### src/rtl/adc_scan_pkg.sv
// Shared types and constants for the ADC channel scanner.
package adc_scan_pkg;
   localparam int CH_W = 5;

   localparam int ERR_CHAN  = 0;
   localparam int ERR_TMO   = 1;
   localparam int ERR_STRAY = 2;

   typedef enum logic [1:0] {
      ST_IDLE,
      ST_ISSUE,
      ST_WAIT_RSP,
      ST_EMIT
   } state_t;
endpackage

### src/rtl/adc_avg_accum.sv
// Sums 2^AVG_LOG2 samples and registers the truncated mean when the set completes.
module adc_avg_accum #(
   parameter int DATA_W   = 12,
   parameter int AVG_LOG2 = 2
) (
   input  logic              clk,
   input  logic              reset,
   input  logic              clear,
   input  logic              add,
   input  logic [DATA_W-1:0] sample,
   output logic              done,
   output logic [DATA_W-1:0] avg
);
   localparam int ACC_W   = DATA_W + AVG_LOG2;
   localparam int CNT_W   = AVG_LOG2 + 1;
   localparam int SAMPLES = 1 << AVG_LOG2;

   logic [ACC_W-1:0] acc;
   logic [ACC_W-1:0] sum;
   logic [CNT_W-1:0] samp_cnt;

   // done is high while the next add completes the set
   always_comb begin
      sum  = acc + ACC_W'(sample);
      done = (samp_cnt == CNT_W'(SAMPLES - 1));
   end

   always_ff @(posedge clk or posedge reset) begin
      if (reset) begin
         acc      <= '0;
         samp_cnt <= '0;
         avg      <= '0;
      end else if (clear) begin
         acc      <= '0;
         samp_cnt <= '0;
      end else if (add) begin
         acc      <= sum;
         samp_cnt <= samp_cnt + 1'b1;
         if (done)
            avg <= DATA_W'(sum >> AVG_LOG2);
      end
   end
endmodule

### src/rtl/adc_scan_averager.sv
// Scans a channel range with single-sample ADC commands and streams one averaged
// result per channel; one command is outstanding at a time.
module adc_scan_averager
   import adc_scan_pkg::*;
#(
   parameter int  NUM_CH      = 4,
   parameter int  FIRST_CH    = 1,
   parameter int  DATA_W      = 12,
   parameter int  AVG_LOG2    = 2,
   parameter int  TIMEOUT_CYC = 1024,
   localparam int IDX_W       = (NUM_CH > 1) ? $clog2(NUM_CH) : 1
) (
   input  logic              clk,
   input  logic              reset,
   input  logic              start,
   input  logic              continuous,
   input  logic              stop,
   output logic              busy,
   output logic              scan_done,
   output logic [2:0]        err,
   output logic              cmd_valid,
   output logic [CH_W-1:0]   cmd_channel,
   output logic              cmd_sop,
   output logic              cmd_eop,
   input  logic              cmd_ready,
   input  logic              rsp_valid,
   input  logic [CH_W-1:0]   rsp_channel,
   input  logic [DATA_W-1:0] rsp_data,
   output logic              result_valid,
   output logic [IDX_W-1:0]  result_idx,
   output logic [DATA_W-1:0] result_data,
   input  logic              result_ready
);
   localparam int TMR_W = (TIMEOUT_CYC > 1) ? $clog2(TIMEOUT_CYC) : 1;

   function automatic logic [CH_W-1:0] chan_of(input logic [IDX_W-1:0] i);
      return CH_W'(FIRST_CH) + CH_W'(i);
   endfunction

   state_t           state;
   logic [IDX_W-1:0] idx;
   logic             cont;
   logic             stop_lat;
   logic [TMR_W-1:0] timer;

   logic start_ok, emit_fire, rsp_match, stop_eff, last_idx, timeout_hit;
   logic acc_clear, acc_add, acc_done;

   always_comb begin
      start_ok    = (state == ST_IDLE) && start;
      emit_fire   = (state == ST_EMIT) && result_ready;
      rsp_match   = (rsp_channel == cmd_channel);
      acc_add     = (state == ST_WAIT_RSP) && rsp_valid && rsp_match;
      acc_clear   = start_ok || emit_fire;
      stop_eff    = stop_lat || stop;
      last_idx    = (idx == IDX_W'(NUM_CH - 1));
      timeout_hit = (TIMEOUT_CYC != 0) && (timer == TMR_W'(TIMEOUT_CYC - 1));
   end

   assign cmd_sop = cmd_valid;
   assign cmd_eop = cmd_valid;

   adc_avg_accum #(
      .DATA_W  (DATA_W),
      .AVG_LOG2(AVG_LOG2)
   ) u_accum (
      .clk   (clk),
      .reset (reset),
      .clear (acc_clear),
      .add   (acc_add),
      .sample(rsp_data),
      .done  (acc_done),
      .avg   (result_data)
   );

   always_ff @(posedge clk or posedge reset) begin
      if (reset) begin
         state        <= ST_IDLE;
         idx          <= '0;
         cont         <= 1'b0;
         stop_lat     <= 1'b0;
         timer        <= '0;
         busy         <= 1'b0;
         scan_done    <= 1'b0;
         err          <= '0;
         cmd_valid    <= 1'b0;
         cmd_channel  <= '0;
         result_valid <= 1'b0;
         result_idx   <= '0;
      end else begin
         scan_done <= 1'b0;
         if (state != ST_IDLE)
            stop_lat <= stop_lat || stop;

         case (state)
            ST_IDLE: begin
               if (start) begin
                  err         <= '0;
                  idx         <= '0;
                  cont        <= continuous;
                  stop_lat    <= 1'b0;
                  busy        <= 1'b1;
                  cmd_valid   <= 1'b1;
                  cmd_channel <= chan_of('0);
                  state       <= ST_ISSUE;
               end
            end

            // valid stays up until accepted, regardless of stop
            ST_ISSUE: begin
               if (cmd_ready) begin
                  cmd_valid <= 1'b0;
                  timer     <= '0;
                  state     <= ST_WAIT_RSP;
               end
            end

            ST_WAIT_RSP: begin
               timer <= timer + 1'b1;
               if (rsp_valid) begin
                  if (rsp_match && acc_done) begin
                     result_valid <= 1'b1;
                     result_idx   <= idx;
                     state        <= ST_EMIT;
                  end else begin
                     if (!rsp_match)
                        err[ERR_CHAN] <= 1'b1;
                     cmd_valid <= 1'b1;
                     state     <= ST_ISSUE;
                  end
               end else if (timeout_hit) begin
                  err[ERR_TMO] <= 1'b1;
                  cmd_valid    <= 1'b1;
                  state        <= ST_ISSUE;
               end
            end

            ST_EMIT: begin
               if (result_ready) begin
                  result_valid <= 1'b0;
                  if (last_idx) begin
                     scan_done <= 1'b1;
                     idx       <= '0;
                     if (cont && !stop_eff) begin
                        cmd_valid   <= 1'b1;
                        cmd_channel <= chan_of('0);
                        state       <= ST_ISSUE;
                     end else begin
                        busy     <= 1'b0;
                        stop_lat <= 1'b0;
                        state    <= ST_IDLE;
                     end
                  end else begin
                     idx <= idx + 1'b1;
                     if (stop_eff) begin
                        busy     <= 1'b0;
                        stop_lat <= 1'b0;
                        state    <= ST_IDLE;
                     end else begin
                        cmd_valid   <= 1'b1;
                        cmd_channel <= chan_of(idx + 1'b1);
                        state       <= ST_ISSUE;
                     end
                  end
               end
            end

            default: state <= ST_IDLE;
         endcase

         // A response is only expected while a command is outstanding
         if (rsp_valid && (state != ST_WAIT_RSP))
            err[ERR_STRAY] <= 1'b1;
      end
   end
endmodule

### config.mk
export PLATFORM = sky130hd
export DESIGN_NAME = adc_scan_averager
export DESIGN_NICKNAME = d
export VERILOG_FILES = /design/src/rtl/adc_scan_pkg.sv /design/src/rtl/adc_avg_accum.sv /design/src/rtl/adc_scan_averager.sv
export SDC_FILE = /design/constraint.sdc
export NUM_CORES = 1
export LEC_CHECK = 0
export ABC_AREA = 1
export BUFFER_PORTS_ARGS = -buffer_cell sky130_fd_sc_hd__buf_2
export CELL_PAD_IN_SITES_DETAIL_PLACEMENT = 2
export CELL_PAD_IN_SITES_GLOBAL_PLACEMENT = 2
export CORE_MARGIN = 8
export CORE_UTILIZATION = 29
export DETAILED_ROUTE_END_ITERATION = 8
export GPL_ROUTABILITY_DRIVEN = 0
export PLACE_DENSITY = 0.85
export SLEW_MARGIN = 20
export SYNTH_ARGS = -nofsm -noshare
export SYNTH_HDL_FRONTEND = slang
export SYNTH_SLANG_ARGS = --single-unit
### constraint.sdc
create_clock -name clk -period 1.8 [get_ports clk]
set_input_delay 0.09 -clock clk [delete_from_list [all_inputs] [get_ports clk]]
set_output_delay 0.09 -clock clk [all_outputs]
set_load 0.05 [all_outputs]
# Yosys cells after proc, flatten, opt, wreduce, memory -nomap -nowiden
# Cells that the tools add are included.
[totals] inputBits=25 word_cells=141 output_inout_bits=28 reg_bits=59
[classes] add_sub_neg=5 n_eq_ne=23 n_reduce_logical=32 bitwise=1 mux=63
[ops] op="1-bit 2-to-1 mux" n=33
[ops] op="14-bit 2-to-1 mux" n=2
[ops] op="5-bit 2-to-1 mux" n=5
[ops] op="2-bit 2-to-1 mux" n=10
[ops] op="10-bit case mux with 2 select lines" n=1
[ops] op="2-bit inequality test, second input constant" n=9
[ops] op="2-bit nonzero test" n=8
[ops] op="3-bit inequality test, second input constant" n=5
[ops] op="5-bit AND reduction" n=3
[ops] op="14-bit by 12-bit adder with 14-bit output" n=1
[ops] op="4-bit AND reduction" n=3
[ops] op="10-bit by 1-bit adder with 10-bit output, second input constant" n=1
[ops] op="10-bit equality test, second input constant" n=1
[ops] op="10-bit 2-to-1 mux" n=1
[ops] op="5-bit case mux with 2 select lines" n=1
[ops] op="3-bit 2-to-1 mux" n=3
[ops] op="3-bit AND reduction" n=3
[ops] op="2-bit case mux with 2 select lines" n=2
[ops] op="2-bit case mux with 4 select lines" n=1
[ops] op="1-bit logical AND" n=7
[ops] op="7-bit AND reduction" n=1
[ops] op="2-bit equality test, second input constant" n=3
[ops] op="1-bit case mux with 2 select lines" n=3
[ops] op="2-bit AND reduction" n=3
[ops] op="other kinds (13)" n=14

# Logic depth before layout (Yosys ltp)
[depth] depth_word=7 mapped_depth=11 ltp_nobuf=11

# By module
# From an unflattened synthesis, not the netlist that was laid out.
[hier_totals] cells_unflattened=459 area_unflattened_um2=3545.9
[modules_own_cells] module="adc_avg_accum" area_per_inst_um2=1876.8 instances=1 cells_each=256
[modules_own_cells] module="adc_scan_averager" area_per_inst_um2=1669.1 instances=1 cells_each=203

# Least setup slack after synthesis
# Ideal clock, no wire load.
[synth_timing] kind="register -> register" start="register state[0]" end="register u_accum.avg[0]" path_stages_with_launch=12 t_required_ns=1.676 path_buffers=2 t_arrival_ns=1.597 slack_ns=0.078 setup_time_ns=0.124 cell_sequence="dfrtp_1 -> inv_1 -> ha_1 -> buf_4 -> nand3_2 -> nor2_4 -> nand3_4 -> nor2_4 -> nand2_4 -> buf_6 -> nand2_2 -> o21ai_2"
[synth_between] elab_chain_cells=5
[synth_rtl] element="start, declared" line_no="adc_scan_averager.sv:40" rtl="state_t state;"
[synth_rtl] element="start signal, assigned" line_no="adc_scan_averager.sv:78" rtl="state <= ST_IDLE;"
[synth_rtl] element="start signal, assigned" line_no="adc_scan_averager.sv:105" rtl="state <= ST_ISSUE;"
[synth_rtl] element="start signal, assigned" line_no="adc_scan_averager.sv:114" rtl="state <= ST_WAIT_RSP;"
[synth_rtl] element="2-bit equality test or 2-bit zero test (tied branches)" line_no="adc_scan_averager.sv:51, adc_scan_averager.sv:50"
[synth_rtl] element="1-bit logical AND, on equally long branches" line_no="adc_scan_averager.sv:51, adc_scan_averager.sv:50"
[synth_rtl] element="1-bit logical OR" line_no="adc_scan_averager.sv:54" rtl="acc_clear = start_ok || emit_fire;"
[synth_rtl] element="1-bit NOT (no line)"
[synth_rtl] element="3-bit AND reduction (no line) *"
[synth_rtl] element="end signal, assigned" line_no="adc_avg_accum.sv:40" rtl="avg <= DATA_W'(sum >> AVG_LOG2);"
[synth_rtl] element="end, declared" line_no="adc_avg_accum.sv:12" rtl="output logic [DATA_W-1:0] avg"
# Every way passes the cells marked *; elsewhere a longest branch is shown, timed or not.
# A chain may end at the register's enable or synchronous reset.

# Worst setup path in the final report
[layout_timing] start="register state[0]" end="register u_accum.acc[1]"
[layout_between] elab_chain_cells=4
[layout_rtl] element="2-bit equality test, or another cell as far along" line_no="adc_scan_averager.sv:51" rtl="emit_fire = (state == ST_EMIT) && result_ready;"
[layout_rtl] element="1-bit logical AND, on equally long branches" line_no="adc_scan_averager.sv:51, adc_scan_averager.sv:50, adc_scan_averager.sv:53"
[layout_rtl] element="1-bit logical OR or 1-bit logical AND (tied branches)" line_no="adc_scan_averager.sv:54, adc_scan_averager.sv:53"
[layout_rtl] element="14-bit 2-to-1 mux or 2-bit nonzero test (tied branches)"
[layout_rtl] element="end signal, assigned" line_no="adc_avg_accum.sv:37" rtl="acc <= sum;"
[layout_rtl] element="end, declared" line_no="adc_avg_accum.sv:18" rtl="logic [ACC_W-1:0] acc;"
# Several ways; a longest one is shown, not always the timed one.

==> implementation parameters <==
Parameter                              Value

Timing
  Number of setup violations in the final report    3
  Final critical-path setup slack    -0.0200 ns
  Ratio of final minimum period to clock period    1.01
  Final sum of negative setup slack    -0.0315 ns
  Unrepaired setup endpoints after global routing    true
  Final slew viol count    0
  Worst setup skew after layout    0.00898 ns
  Time the worst path needs with I/O delays and setup    1.82 ns
  Maximum clock frequency    549 MHz
  Final-report hold violation count    0

Synth
  Sequential fraction of the synthesis area    0.406
  Distinct cell type count of the synthesized netlist    36
  Synth Warn #    0
  Synthesized instance count    475
  FF+latch count, synth    57
  Mean instance size in the synthesized netlist    7.40 um^2
  Cell Area, Synth    3510 um^2

Global route
  First-pass GRT wire length    22.5 mm
  Total GRT Usage    0.182
  Number of global-route vias before repair    4247
  Initial antenna violation count    0
  GRT Residual Overflow    0
  Largest net degree at the start of global routing    58

Clocking
  H-Tree Level Count    3
  Sinks on the clock net    57
  Clock-pin transition on the worst setup and hold timing paths    0.06 ns
  TritonCTS clock tree    yes
  Clock latency reported for the late side of the worst-skew pair    0.35 ns
  Clock Root Buffer    clkbuf_16
  Cts bufs inserted    9
  Maximum count of clock buffers along a single path    2

Finish
  Layout Nets    621
  Final instance count without filler cells    726
  Growth of design area from synthesis to finish    38.9%
  Fraction of layout instances using a drive strength above 1    0.313
  Most used cells in the layout excluding fill and tap cells    nand2_1 (151), inv_1 (61), dfrtp_1 (54)
  Most frequent standard cell in the layout excluding fill and tap cells    nand2_1
  Finished Cell Area    4880 um^2
  Diode insertion count for antenna repair    0

Floorplan
  Placeable core area    11900 um^2
  Boundary pin count    53
  Die Span Y    126 um
  Die ar.    15900 um^2
  Row Count    40
  Width of the die    126 um
  Initial standard-cell utilization of the core    0.295

Worst setup path
  Crit start category    flip-flop
  Crit. End Element    flip-flop
  Worst EP required    2.08 ns
  Critical path class    reg2reg
  Critical path peak fanout    8
  Worst EP arrival    2.10 ns
  Cells along the critical path    inv_4 > ha_4 > nand3_4 > nor2_4 > nand3_4 > buf_6 > nor2_4 > buf_12 > nand2_1 > nand2_1
  Slowest-stage cell, CP    dfrtp_2
  Largest stage delay on the critical path    0.45 ns

Outcome
  Failing checks    setup timing
  Status    finished with violations

Drt
  Per-cell via count in the routed design    5.00
  Wire length after detailed routing    14.6 mm
  Number of DRC violations after detailed routing    0
  Final ANT Viol Nets    0
  Length of the first detailed-routing pass in iterations    4
  Vias    3627
  Number of design-rule violations left by the first detailed-router iteration    113
  Post-DR wirelength/cell    20.1 um

Placement
  Instance area after placement    4120 um^2
  Count of placed standard cells including taps    692
  Port buffer count    50
  Final HPWL DP    9.34 mm

Worst hold path
  Class of the tightest hold or removal check    in2reg

Pwr
  Leakage dissipation    2.54 nW
  Worst VDD drop    0.000381 V
  Total internal power    3.61 mW
  Overall power    6.25 mW
  Ratio of total power to cell area    1280 nW/um^2
  Sequential group share of total power    0.260
  Share of power burned in the clock network    0.302
  Relative contribution of combinational cells to total power    0.439
  Psw    2.64 mW
  Switching share of total power    0.422

Flow run
  Maxcap violations    0
-- flip-flops by register name (all words and copies together), names as in the netlist --
name,count
state,2
u_accum.avg,12
u_accum.samp_cnt,3
scan_done,1
busy,1
err,3
u_accum.acc,14
cmd_eop,1
cmd_channel,3
idx,2
stop_lat,1
cont,1
timer,10
result_valid,1
result_idx,2
-- final cells by class --
type	count	area, um^2
Clock buffer	10	229
Inverter	72	285
Sequential cell	57	1430
Clock inverter	6	82.6
Multi-Input combinational cell	343	2050
Timing Repair Buffer	90	612
Tap cell	147	184
Fill cell	1396	7030
Timing Repair inverter	1	7.51
-- cell usage after synthesis (all sizes together) --
master | number | area, um^2
o21a | 1 | 7.51
xnor2 | 6 | 52.6
nor2 | 38 | 170
o21ai | 31 | 174
nand4 | 8 | 56.3
o21bai | 1 | 7.51
o22ai | 2 | 12.5
a21oi | 12 | 60.1
nand3 | 33 | 183
xor2 | 2 | 17.5
and2 | 1 | 6.26
nand2 | 163 | 622
inv | 72 | 270
conb | 1 | 3.75
o211ai | 1 | 7.51
buf | 7 | 53.8
ha | 21 | 263
or2 | 1 | 6.26
mux2 | 1 | 11.3
o31ai | 2 | 15.0
nor3 | 10 | 50.1
fa | 1 | 20.0
a31oi | 3 | 18.8
dfrtp | 57 | 1430
-- routing by layer --
| layer | GRT usage | vias up | wire length [um] |
|---|---|---|---|
| li1 | - | 1704 | - |
| met1 | 0.185 | 1845 | 5710 |
| met2 | 0.349 | 58 | 8080 |
| met3 | 0.0506 | 20 | 520 |
| met4 | 0.0609 | 0 | 246 |
| met5 | 0 | - | 0 |
-- critical path: cells and delay by family, from the launching register on --
| family | cells | cell delay, ns |
|---|---|---|
| DFF | 1 | 0.45 |
| and+or+nand+nor | 6 | 0.71 |
| buffers and inverters | 3 | 0.43 |
| adders and majority gates | 1 | 0.15 |
-- power groups by stage --
stage | Clock [mW] | Combinational (mW) | Sequential, mW
global placement | 0 | 2.08 | 1.60
global route | 1.97 | 2.93 | 1.64
finish | 1.89 | 2.74 | 1.62
detailed placement | 0 | 2.20 | 1.62
floorplan | 0 | 1.07 | 1.85
CTS | 1.91 | 2.50 | 1.61
-- metrics by stage --
step | setup WS (ns) | utilization | hold WS (ns)
floorplan | 0.0783 | - | 0.240
global placement | 0.0176 | 0.346 | 0.179
detailed placement | -0.107 | 0.346 | 0.185
CTS | 0.00150 | 0.390 | 0.0404
global route | -0.104 | 0.410 | 0.0660
finish | -0.0200 | 0.410 | 0.0497
-- final timing paths --
path                                                  from                          to  slack (ns)  cells after the start
worst min-delay path                                  stop          stop_lat$_DFF_PP0_        0.05                      3
min in group asynchronous                            reset        timer[5]$_DFFE_PP0P_        0.38                      4
worst min register to register  u_accum.avg[7]$_DFFE_PP0P_  u_accum.avg[7]$_DFFE_PP0P_        0.48                      2
worst max-delay path                  state[0]$_DFFE_PP0P_  u_accum.acc[1]$_DFFE_PP0P_       -0.02                     10
max in group asynchronous                            reset          idx[0]$_DFFE_PP0P_        1.14                      4
worst max register to register        state[0]$_DFFE_PP0P_  u_accum.acc[1]$_DFFE_PP0P_       -0.02                     10
-- timing repair --
action | in CTS | in global routing
hold buffers | 2 | 0
hold endpoints to repair | 58 | 0
cloned | 3 | 1
pin swaps | 6 | 20
setup buffers | 8 | 4
gates resized for setup | 26 | 53
endpoints found under the setup margin | 39 | 42
-- cells by family after synthesis --
| kind of cell | count (synthesis) | share of synthesized area |
|---|---|---|
| compound gates | 53 | 0.0862 |
| xor+xnor | 8 | 0.0199 |
| fa+ha+maj | 22 | 0.0805 |
| buf+inv | 79 | 0.0922 |
| flops | 57 | 0.406 |
| mux | 1 | 0.00320 |
| other cells | 1 | 0.00107 |
| simple gates | 254 | 0.311 |
No activity file was read; power rests on OpenSTA's default activity.
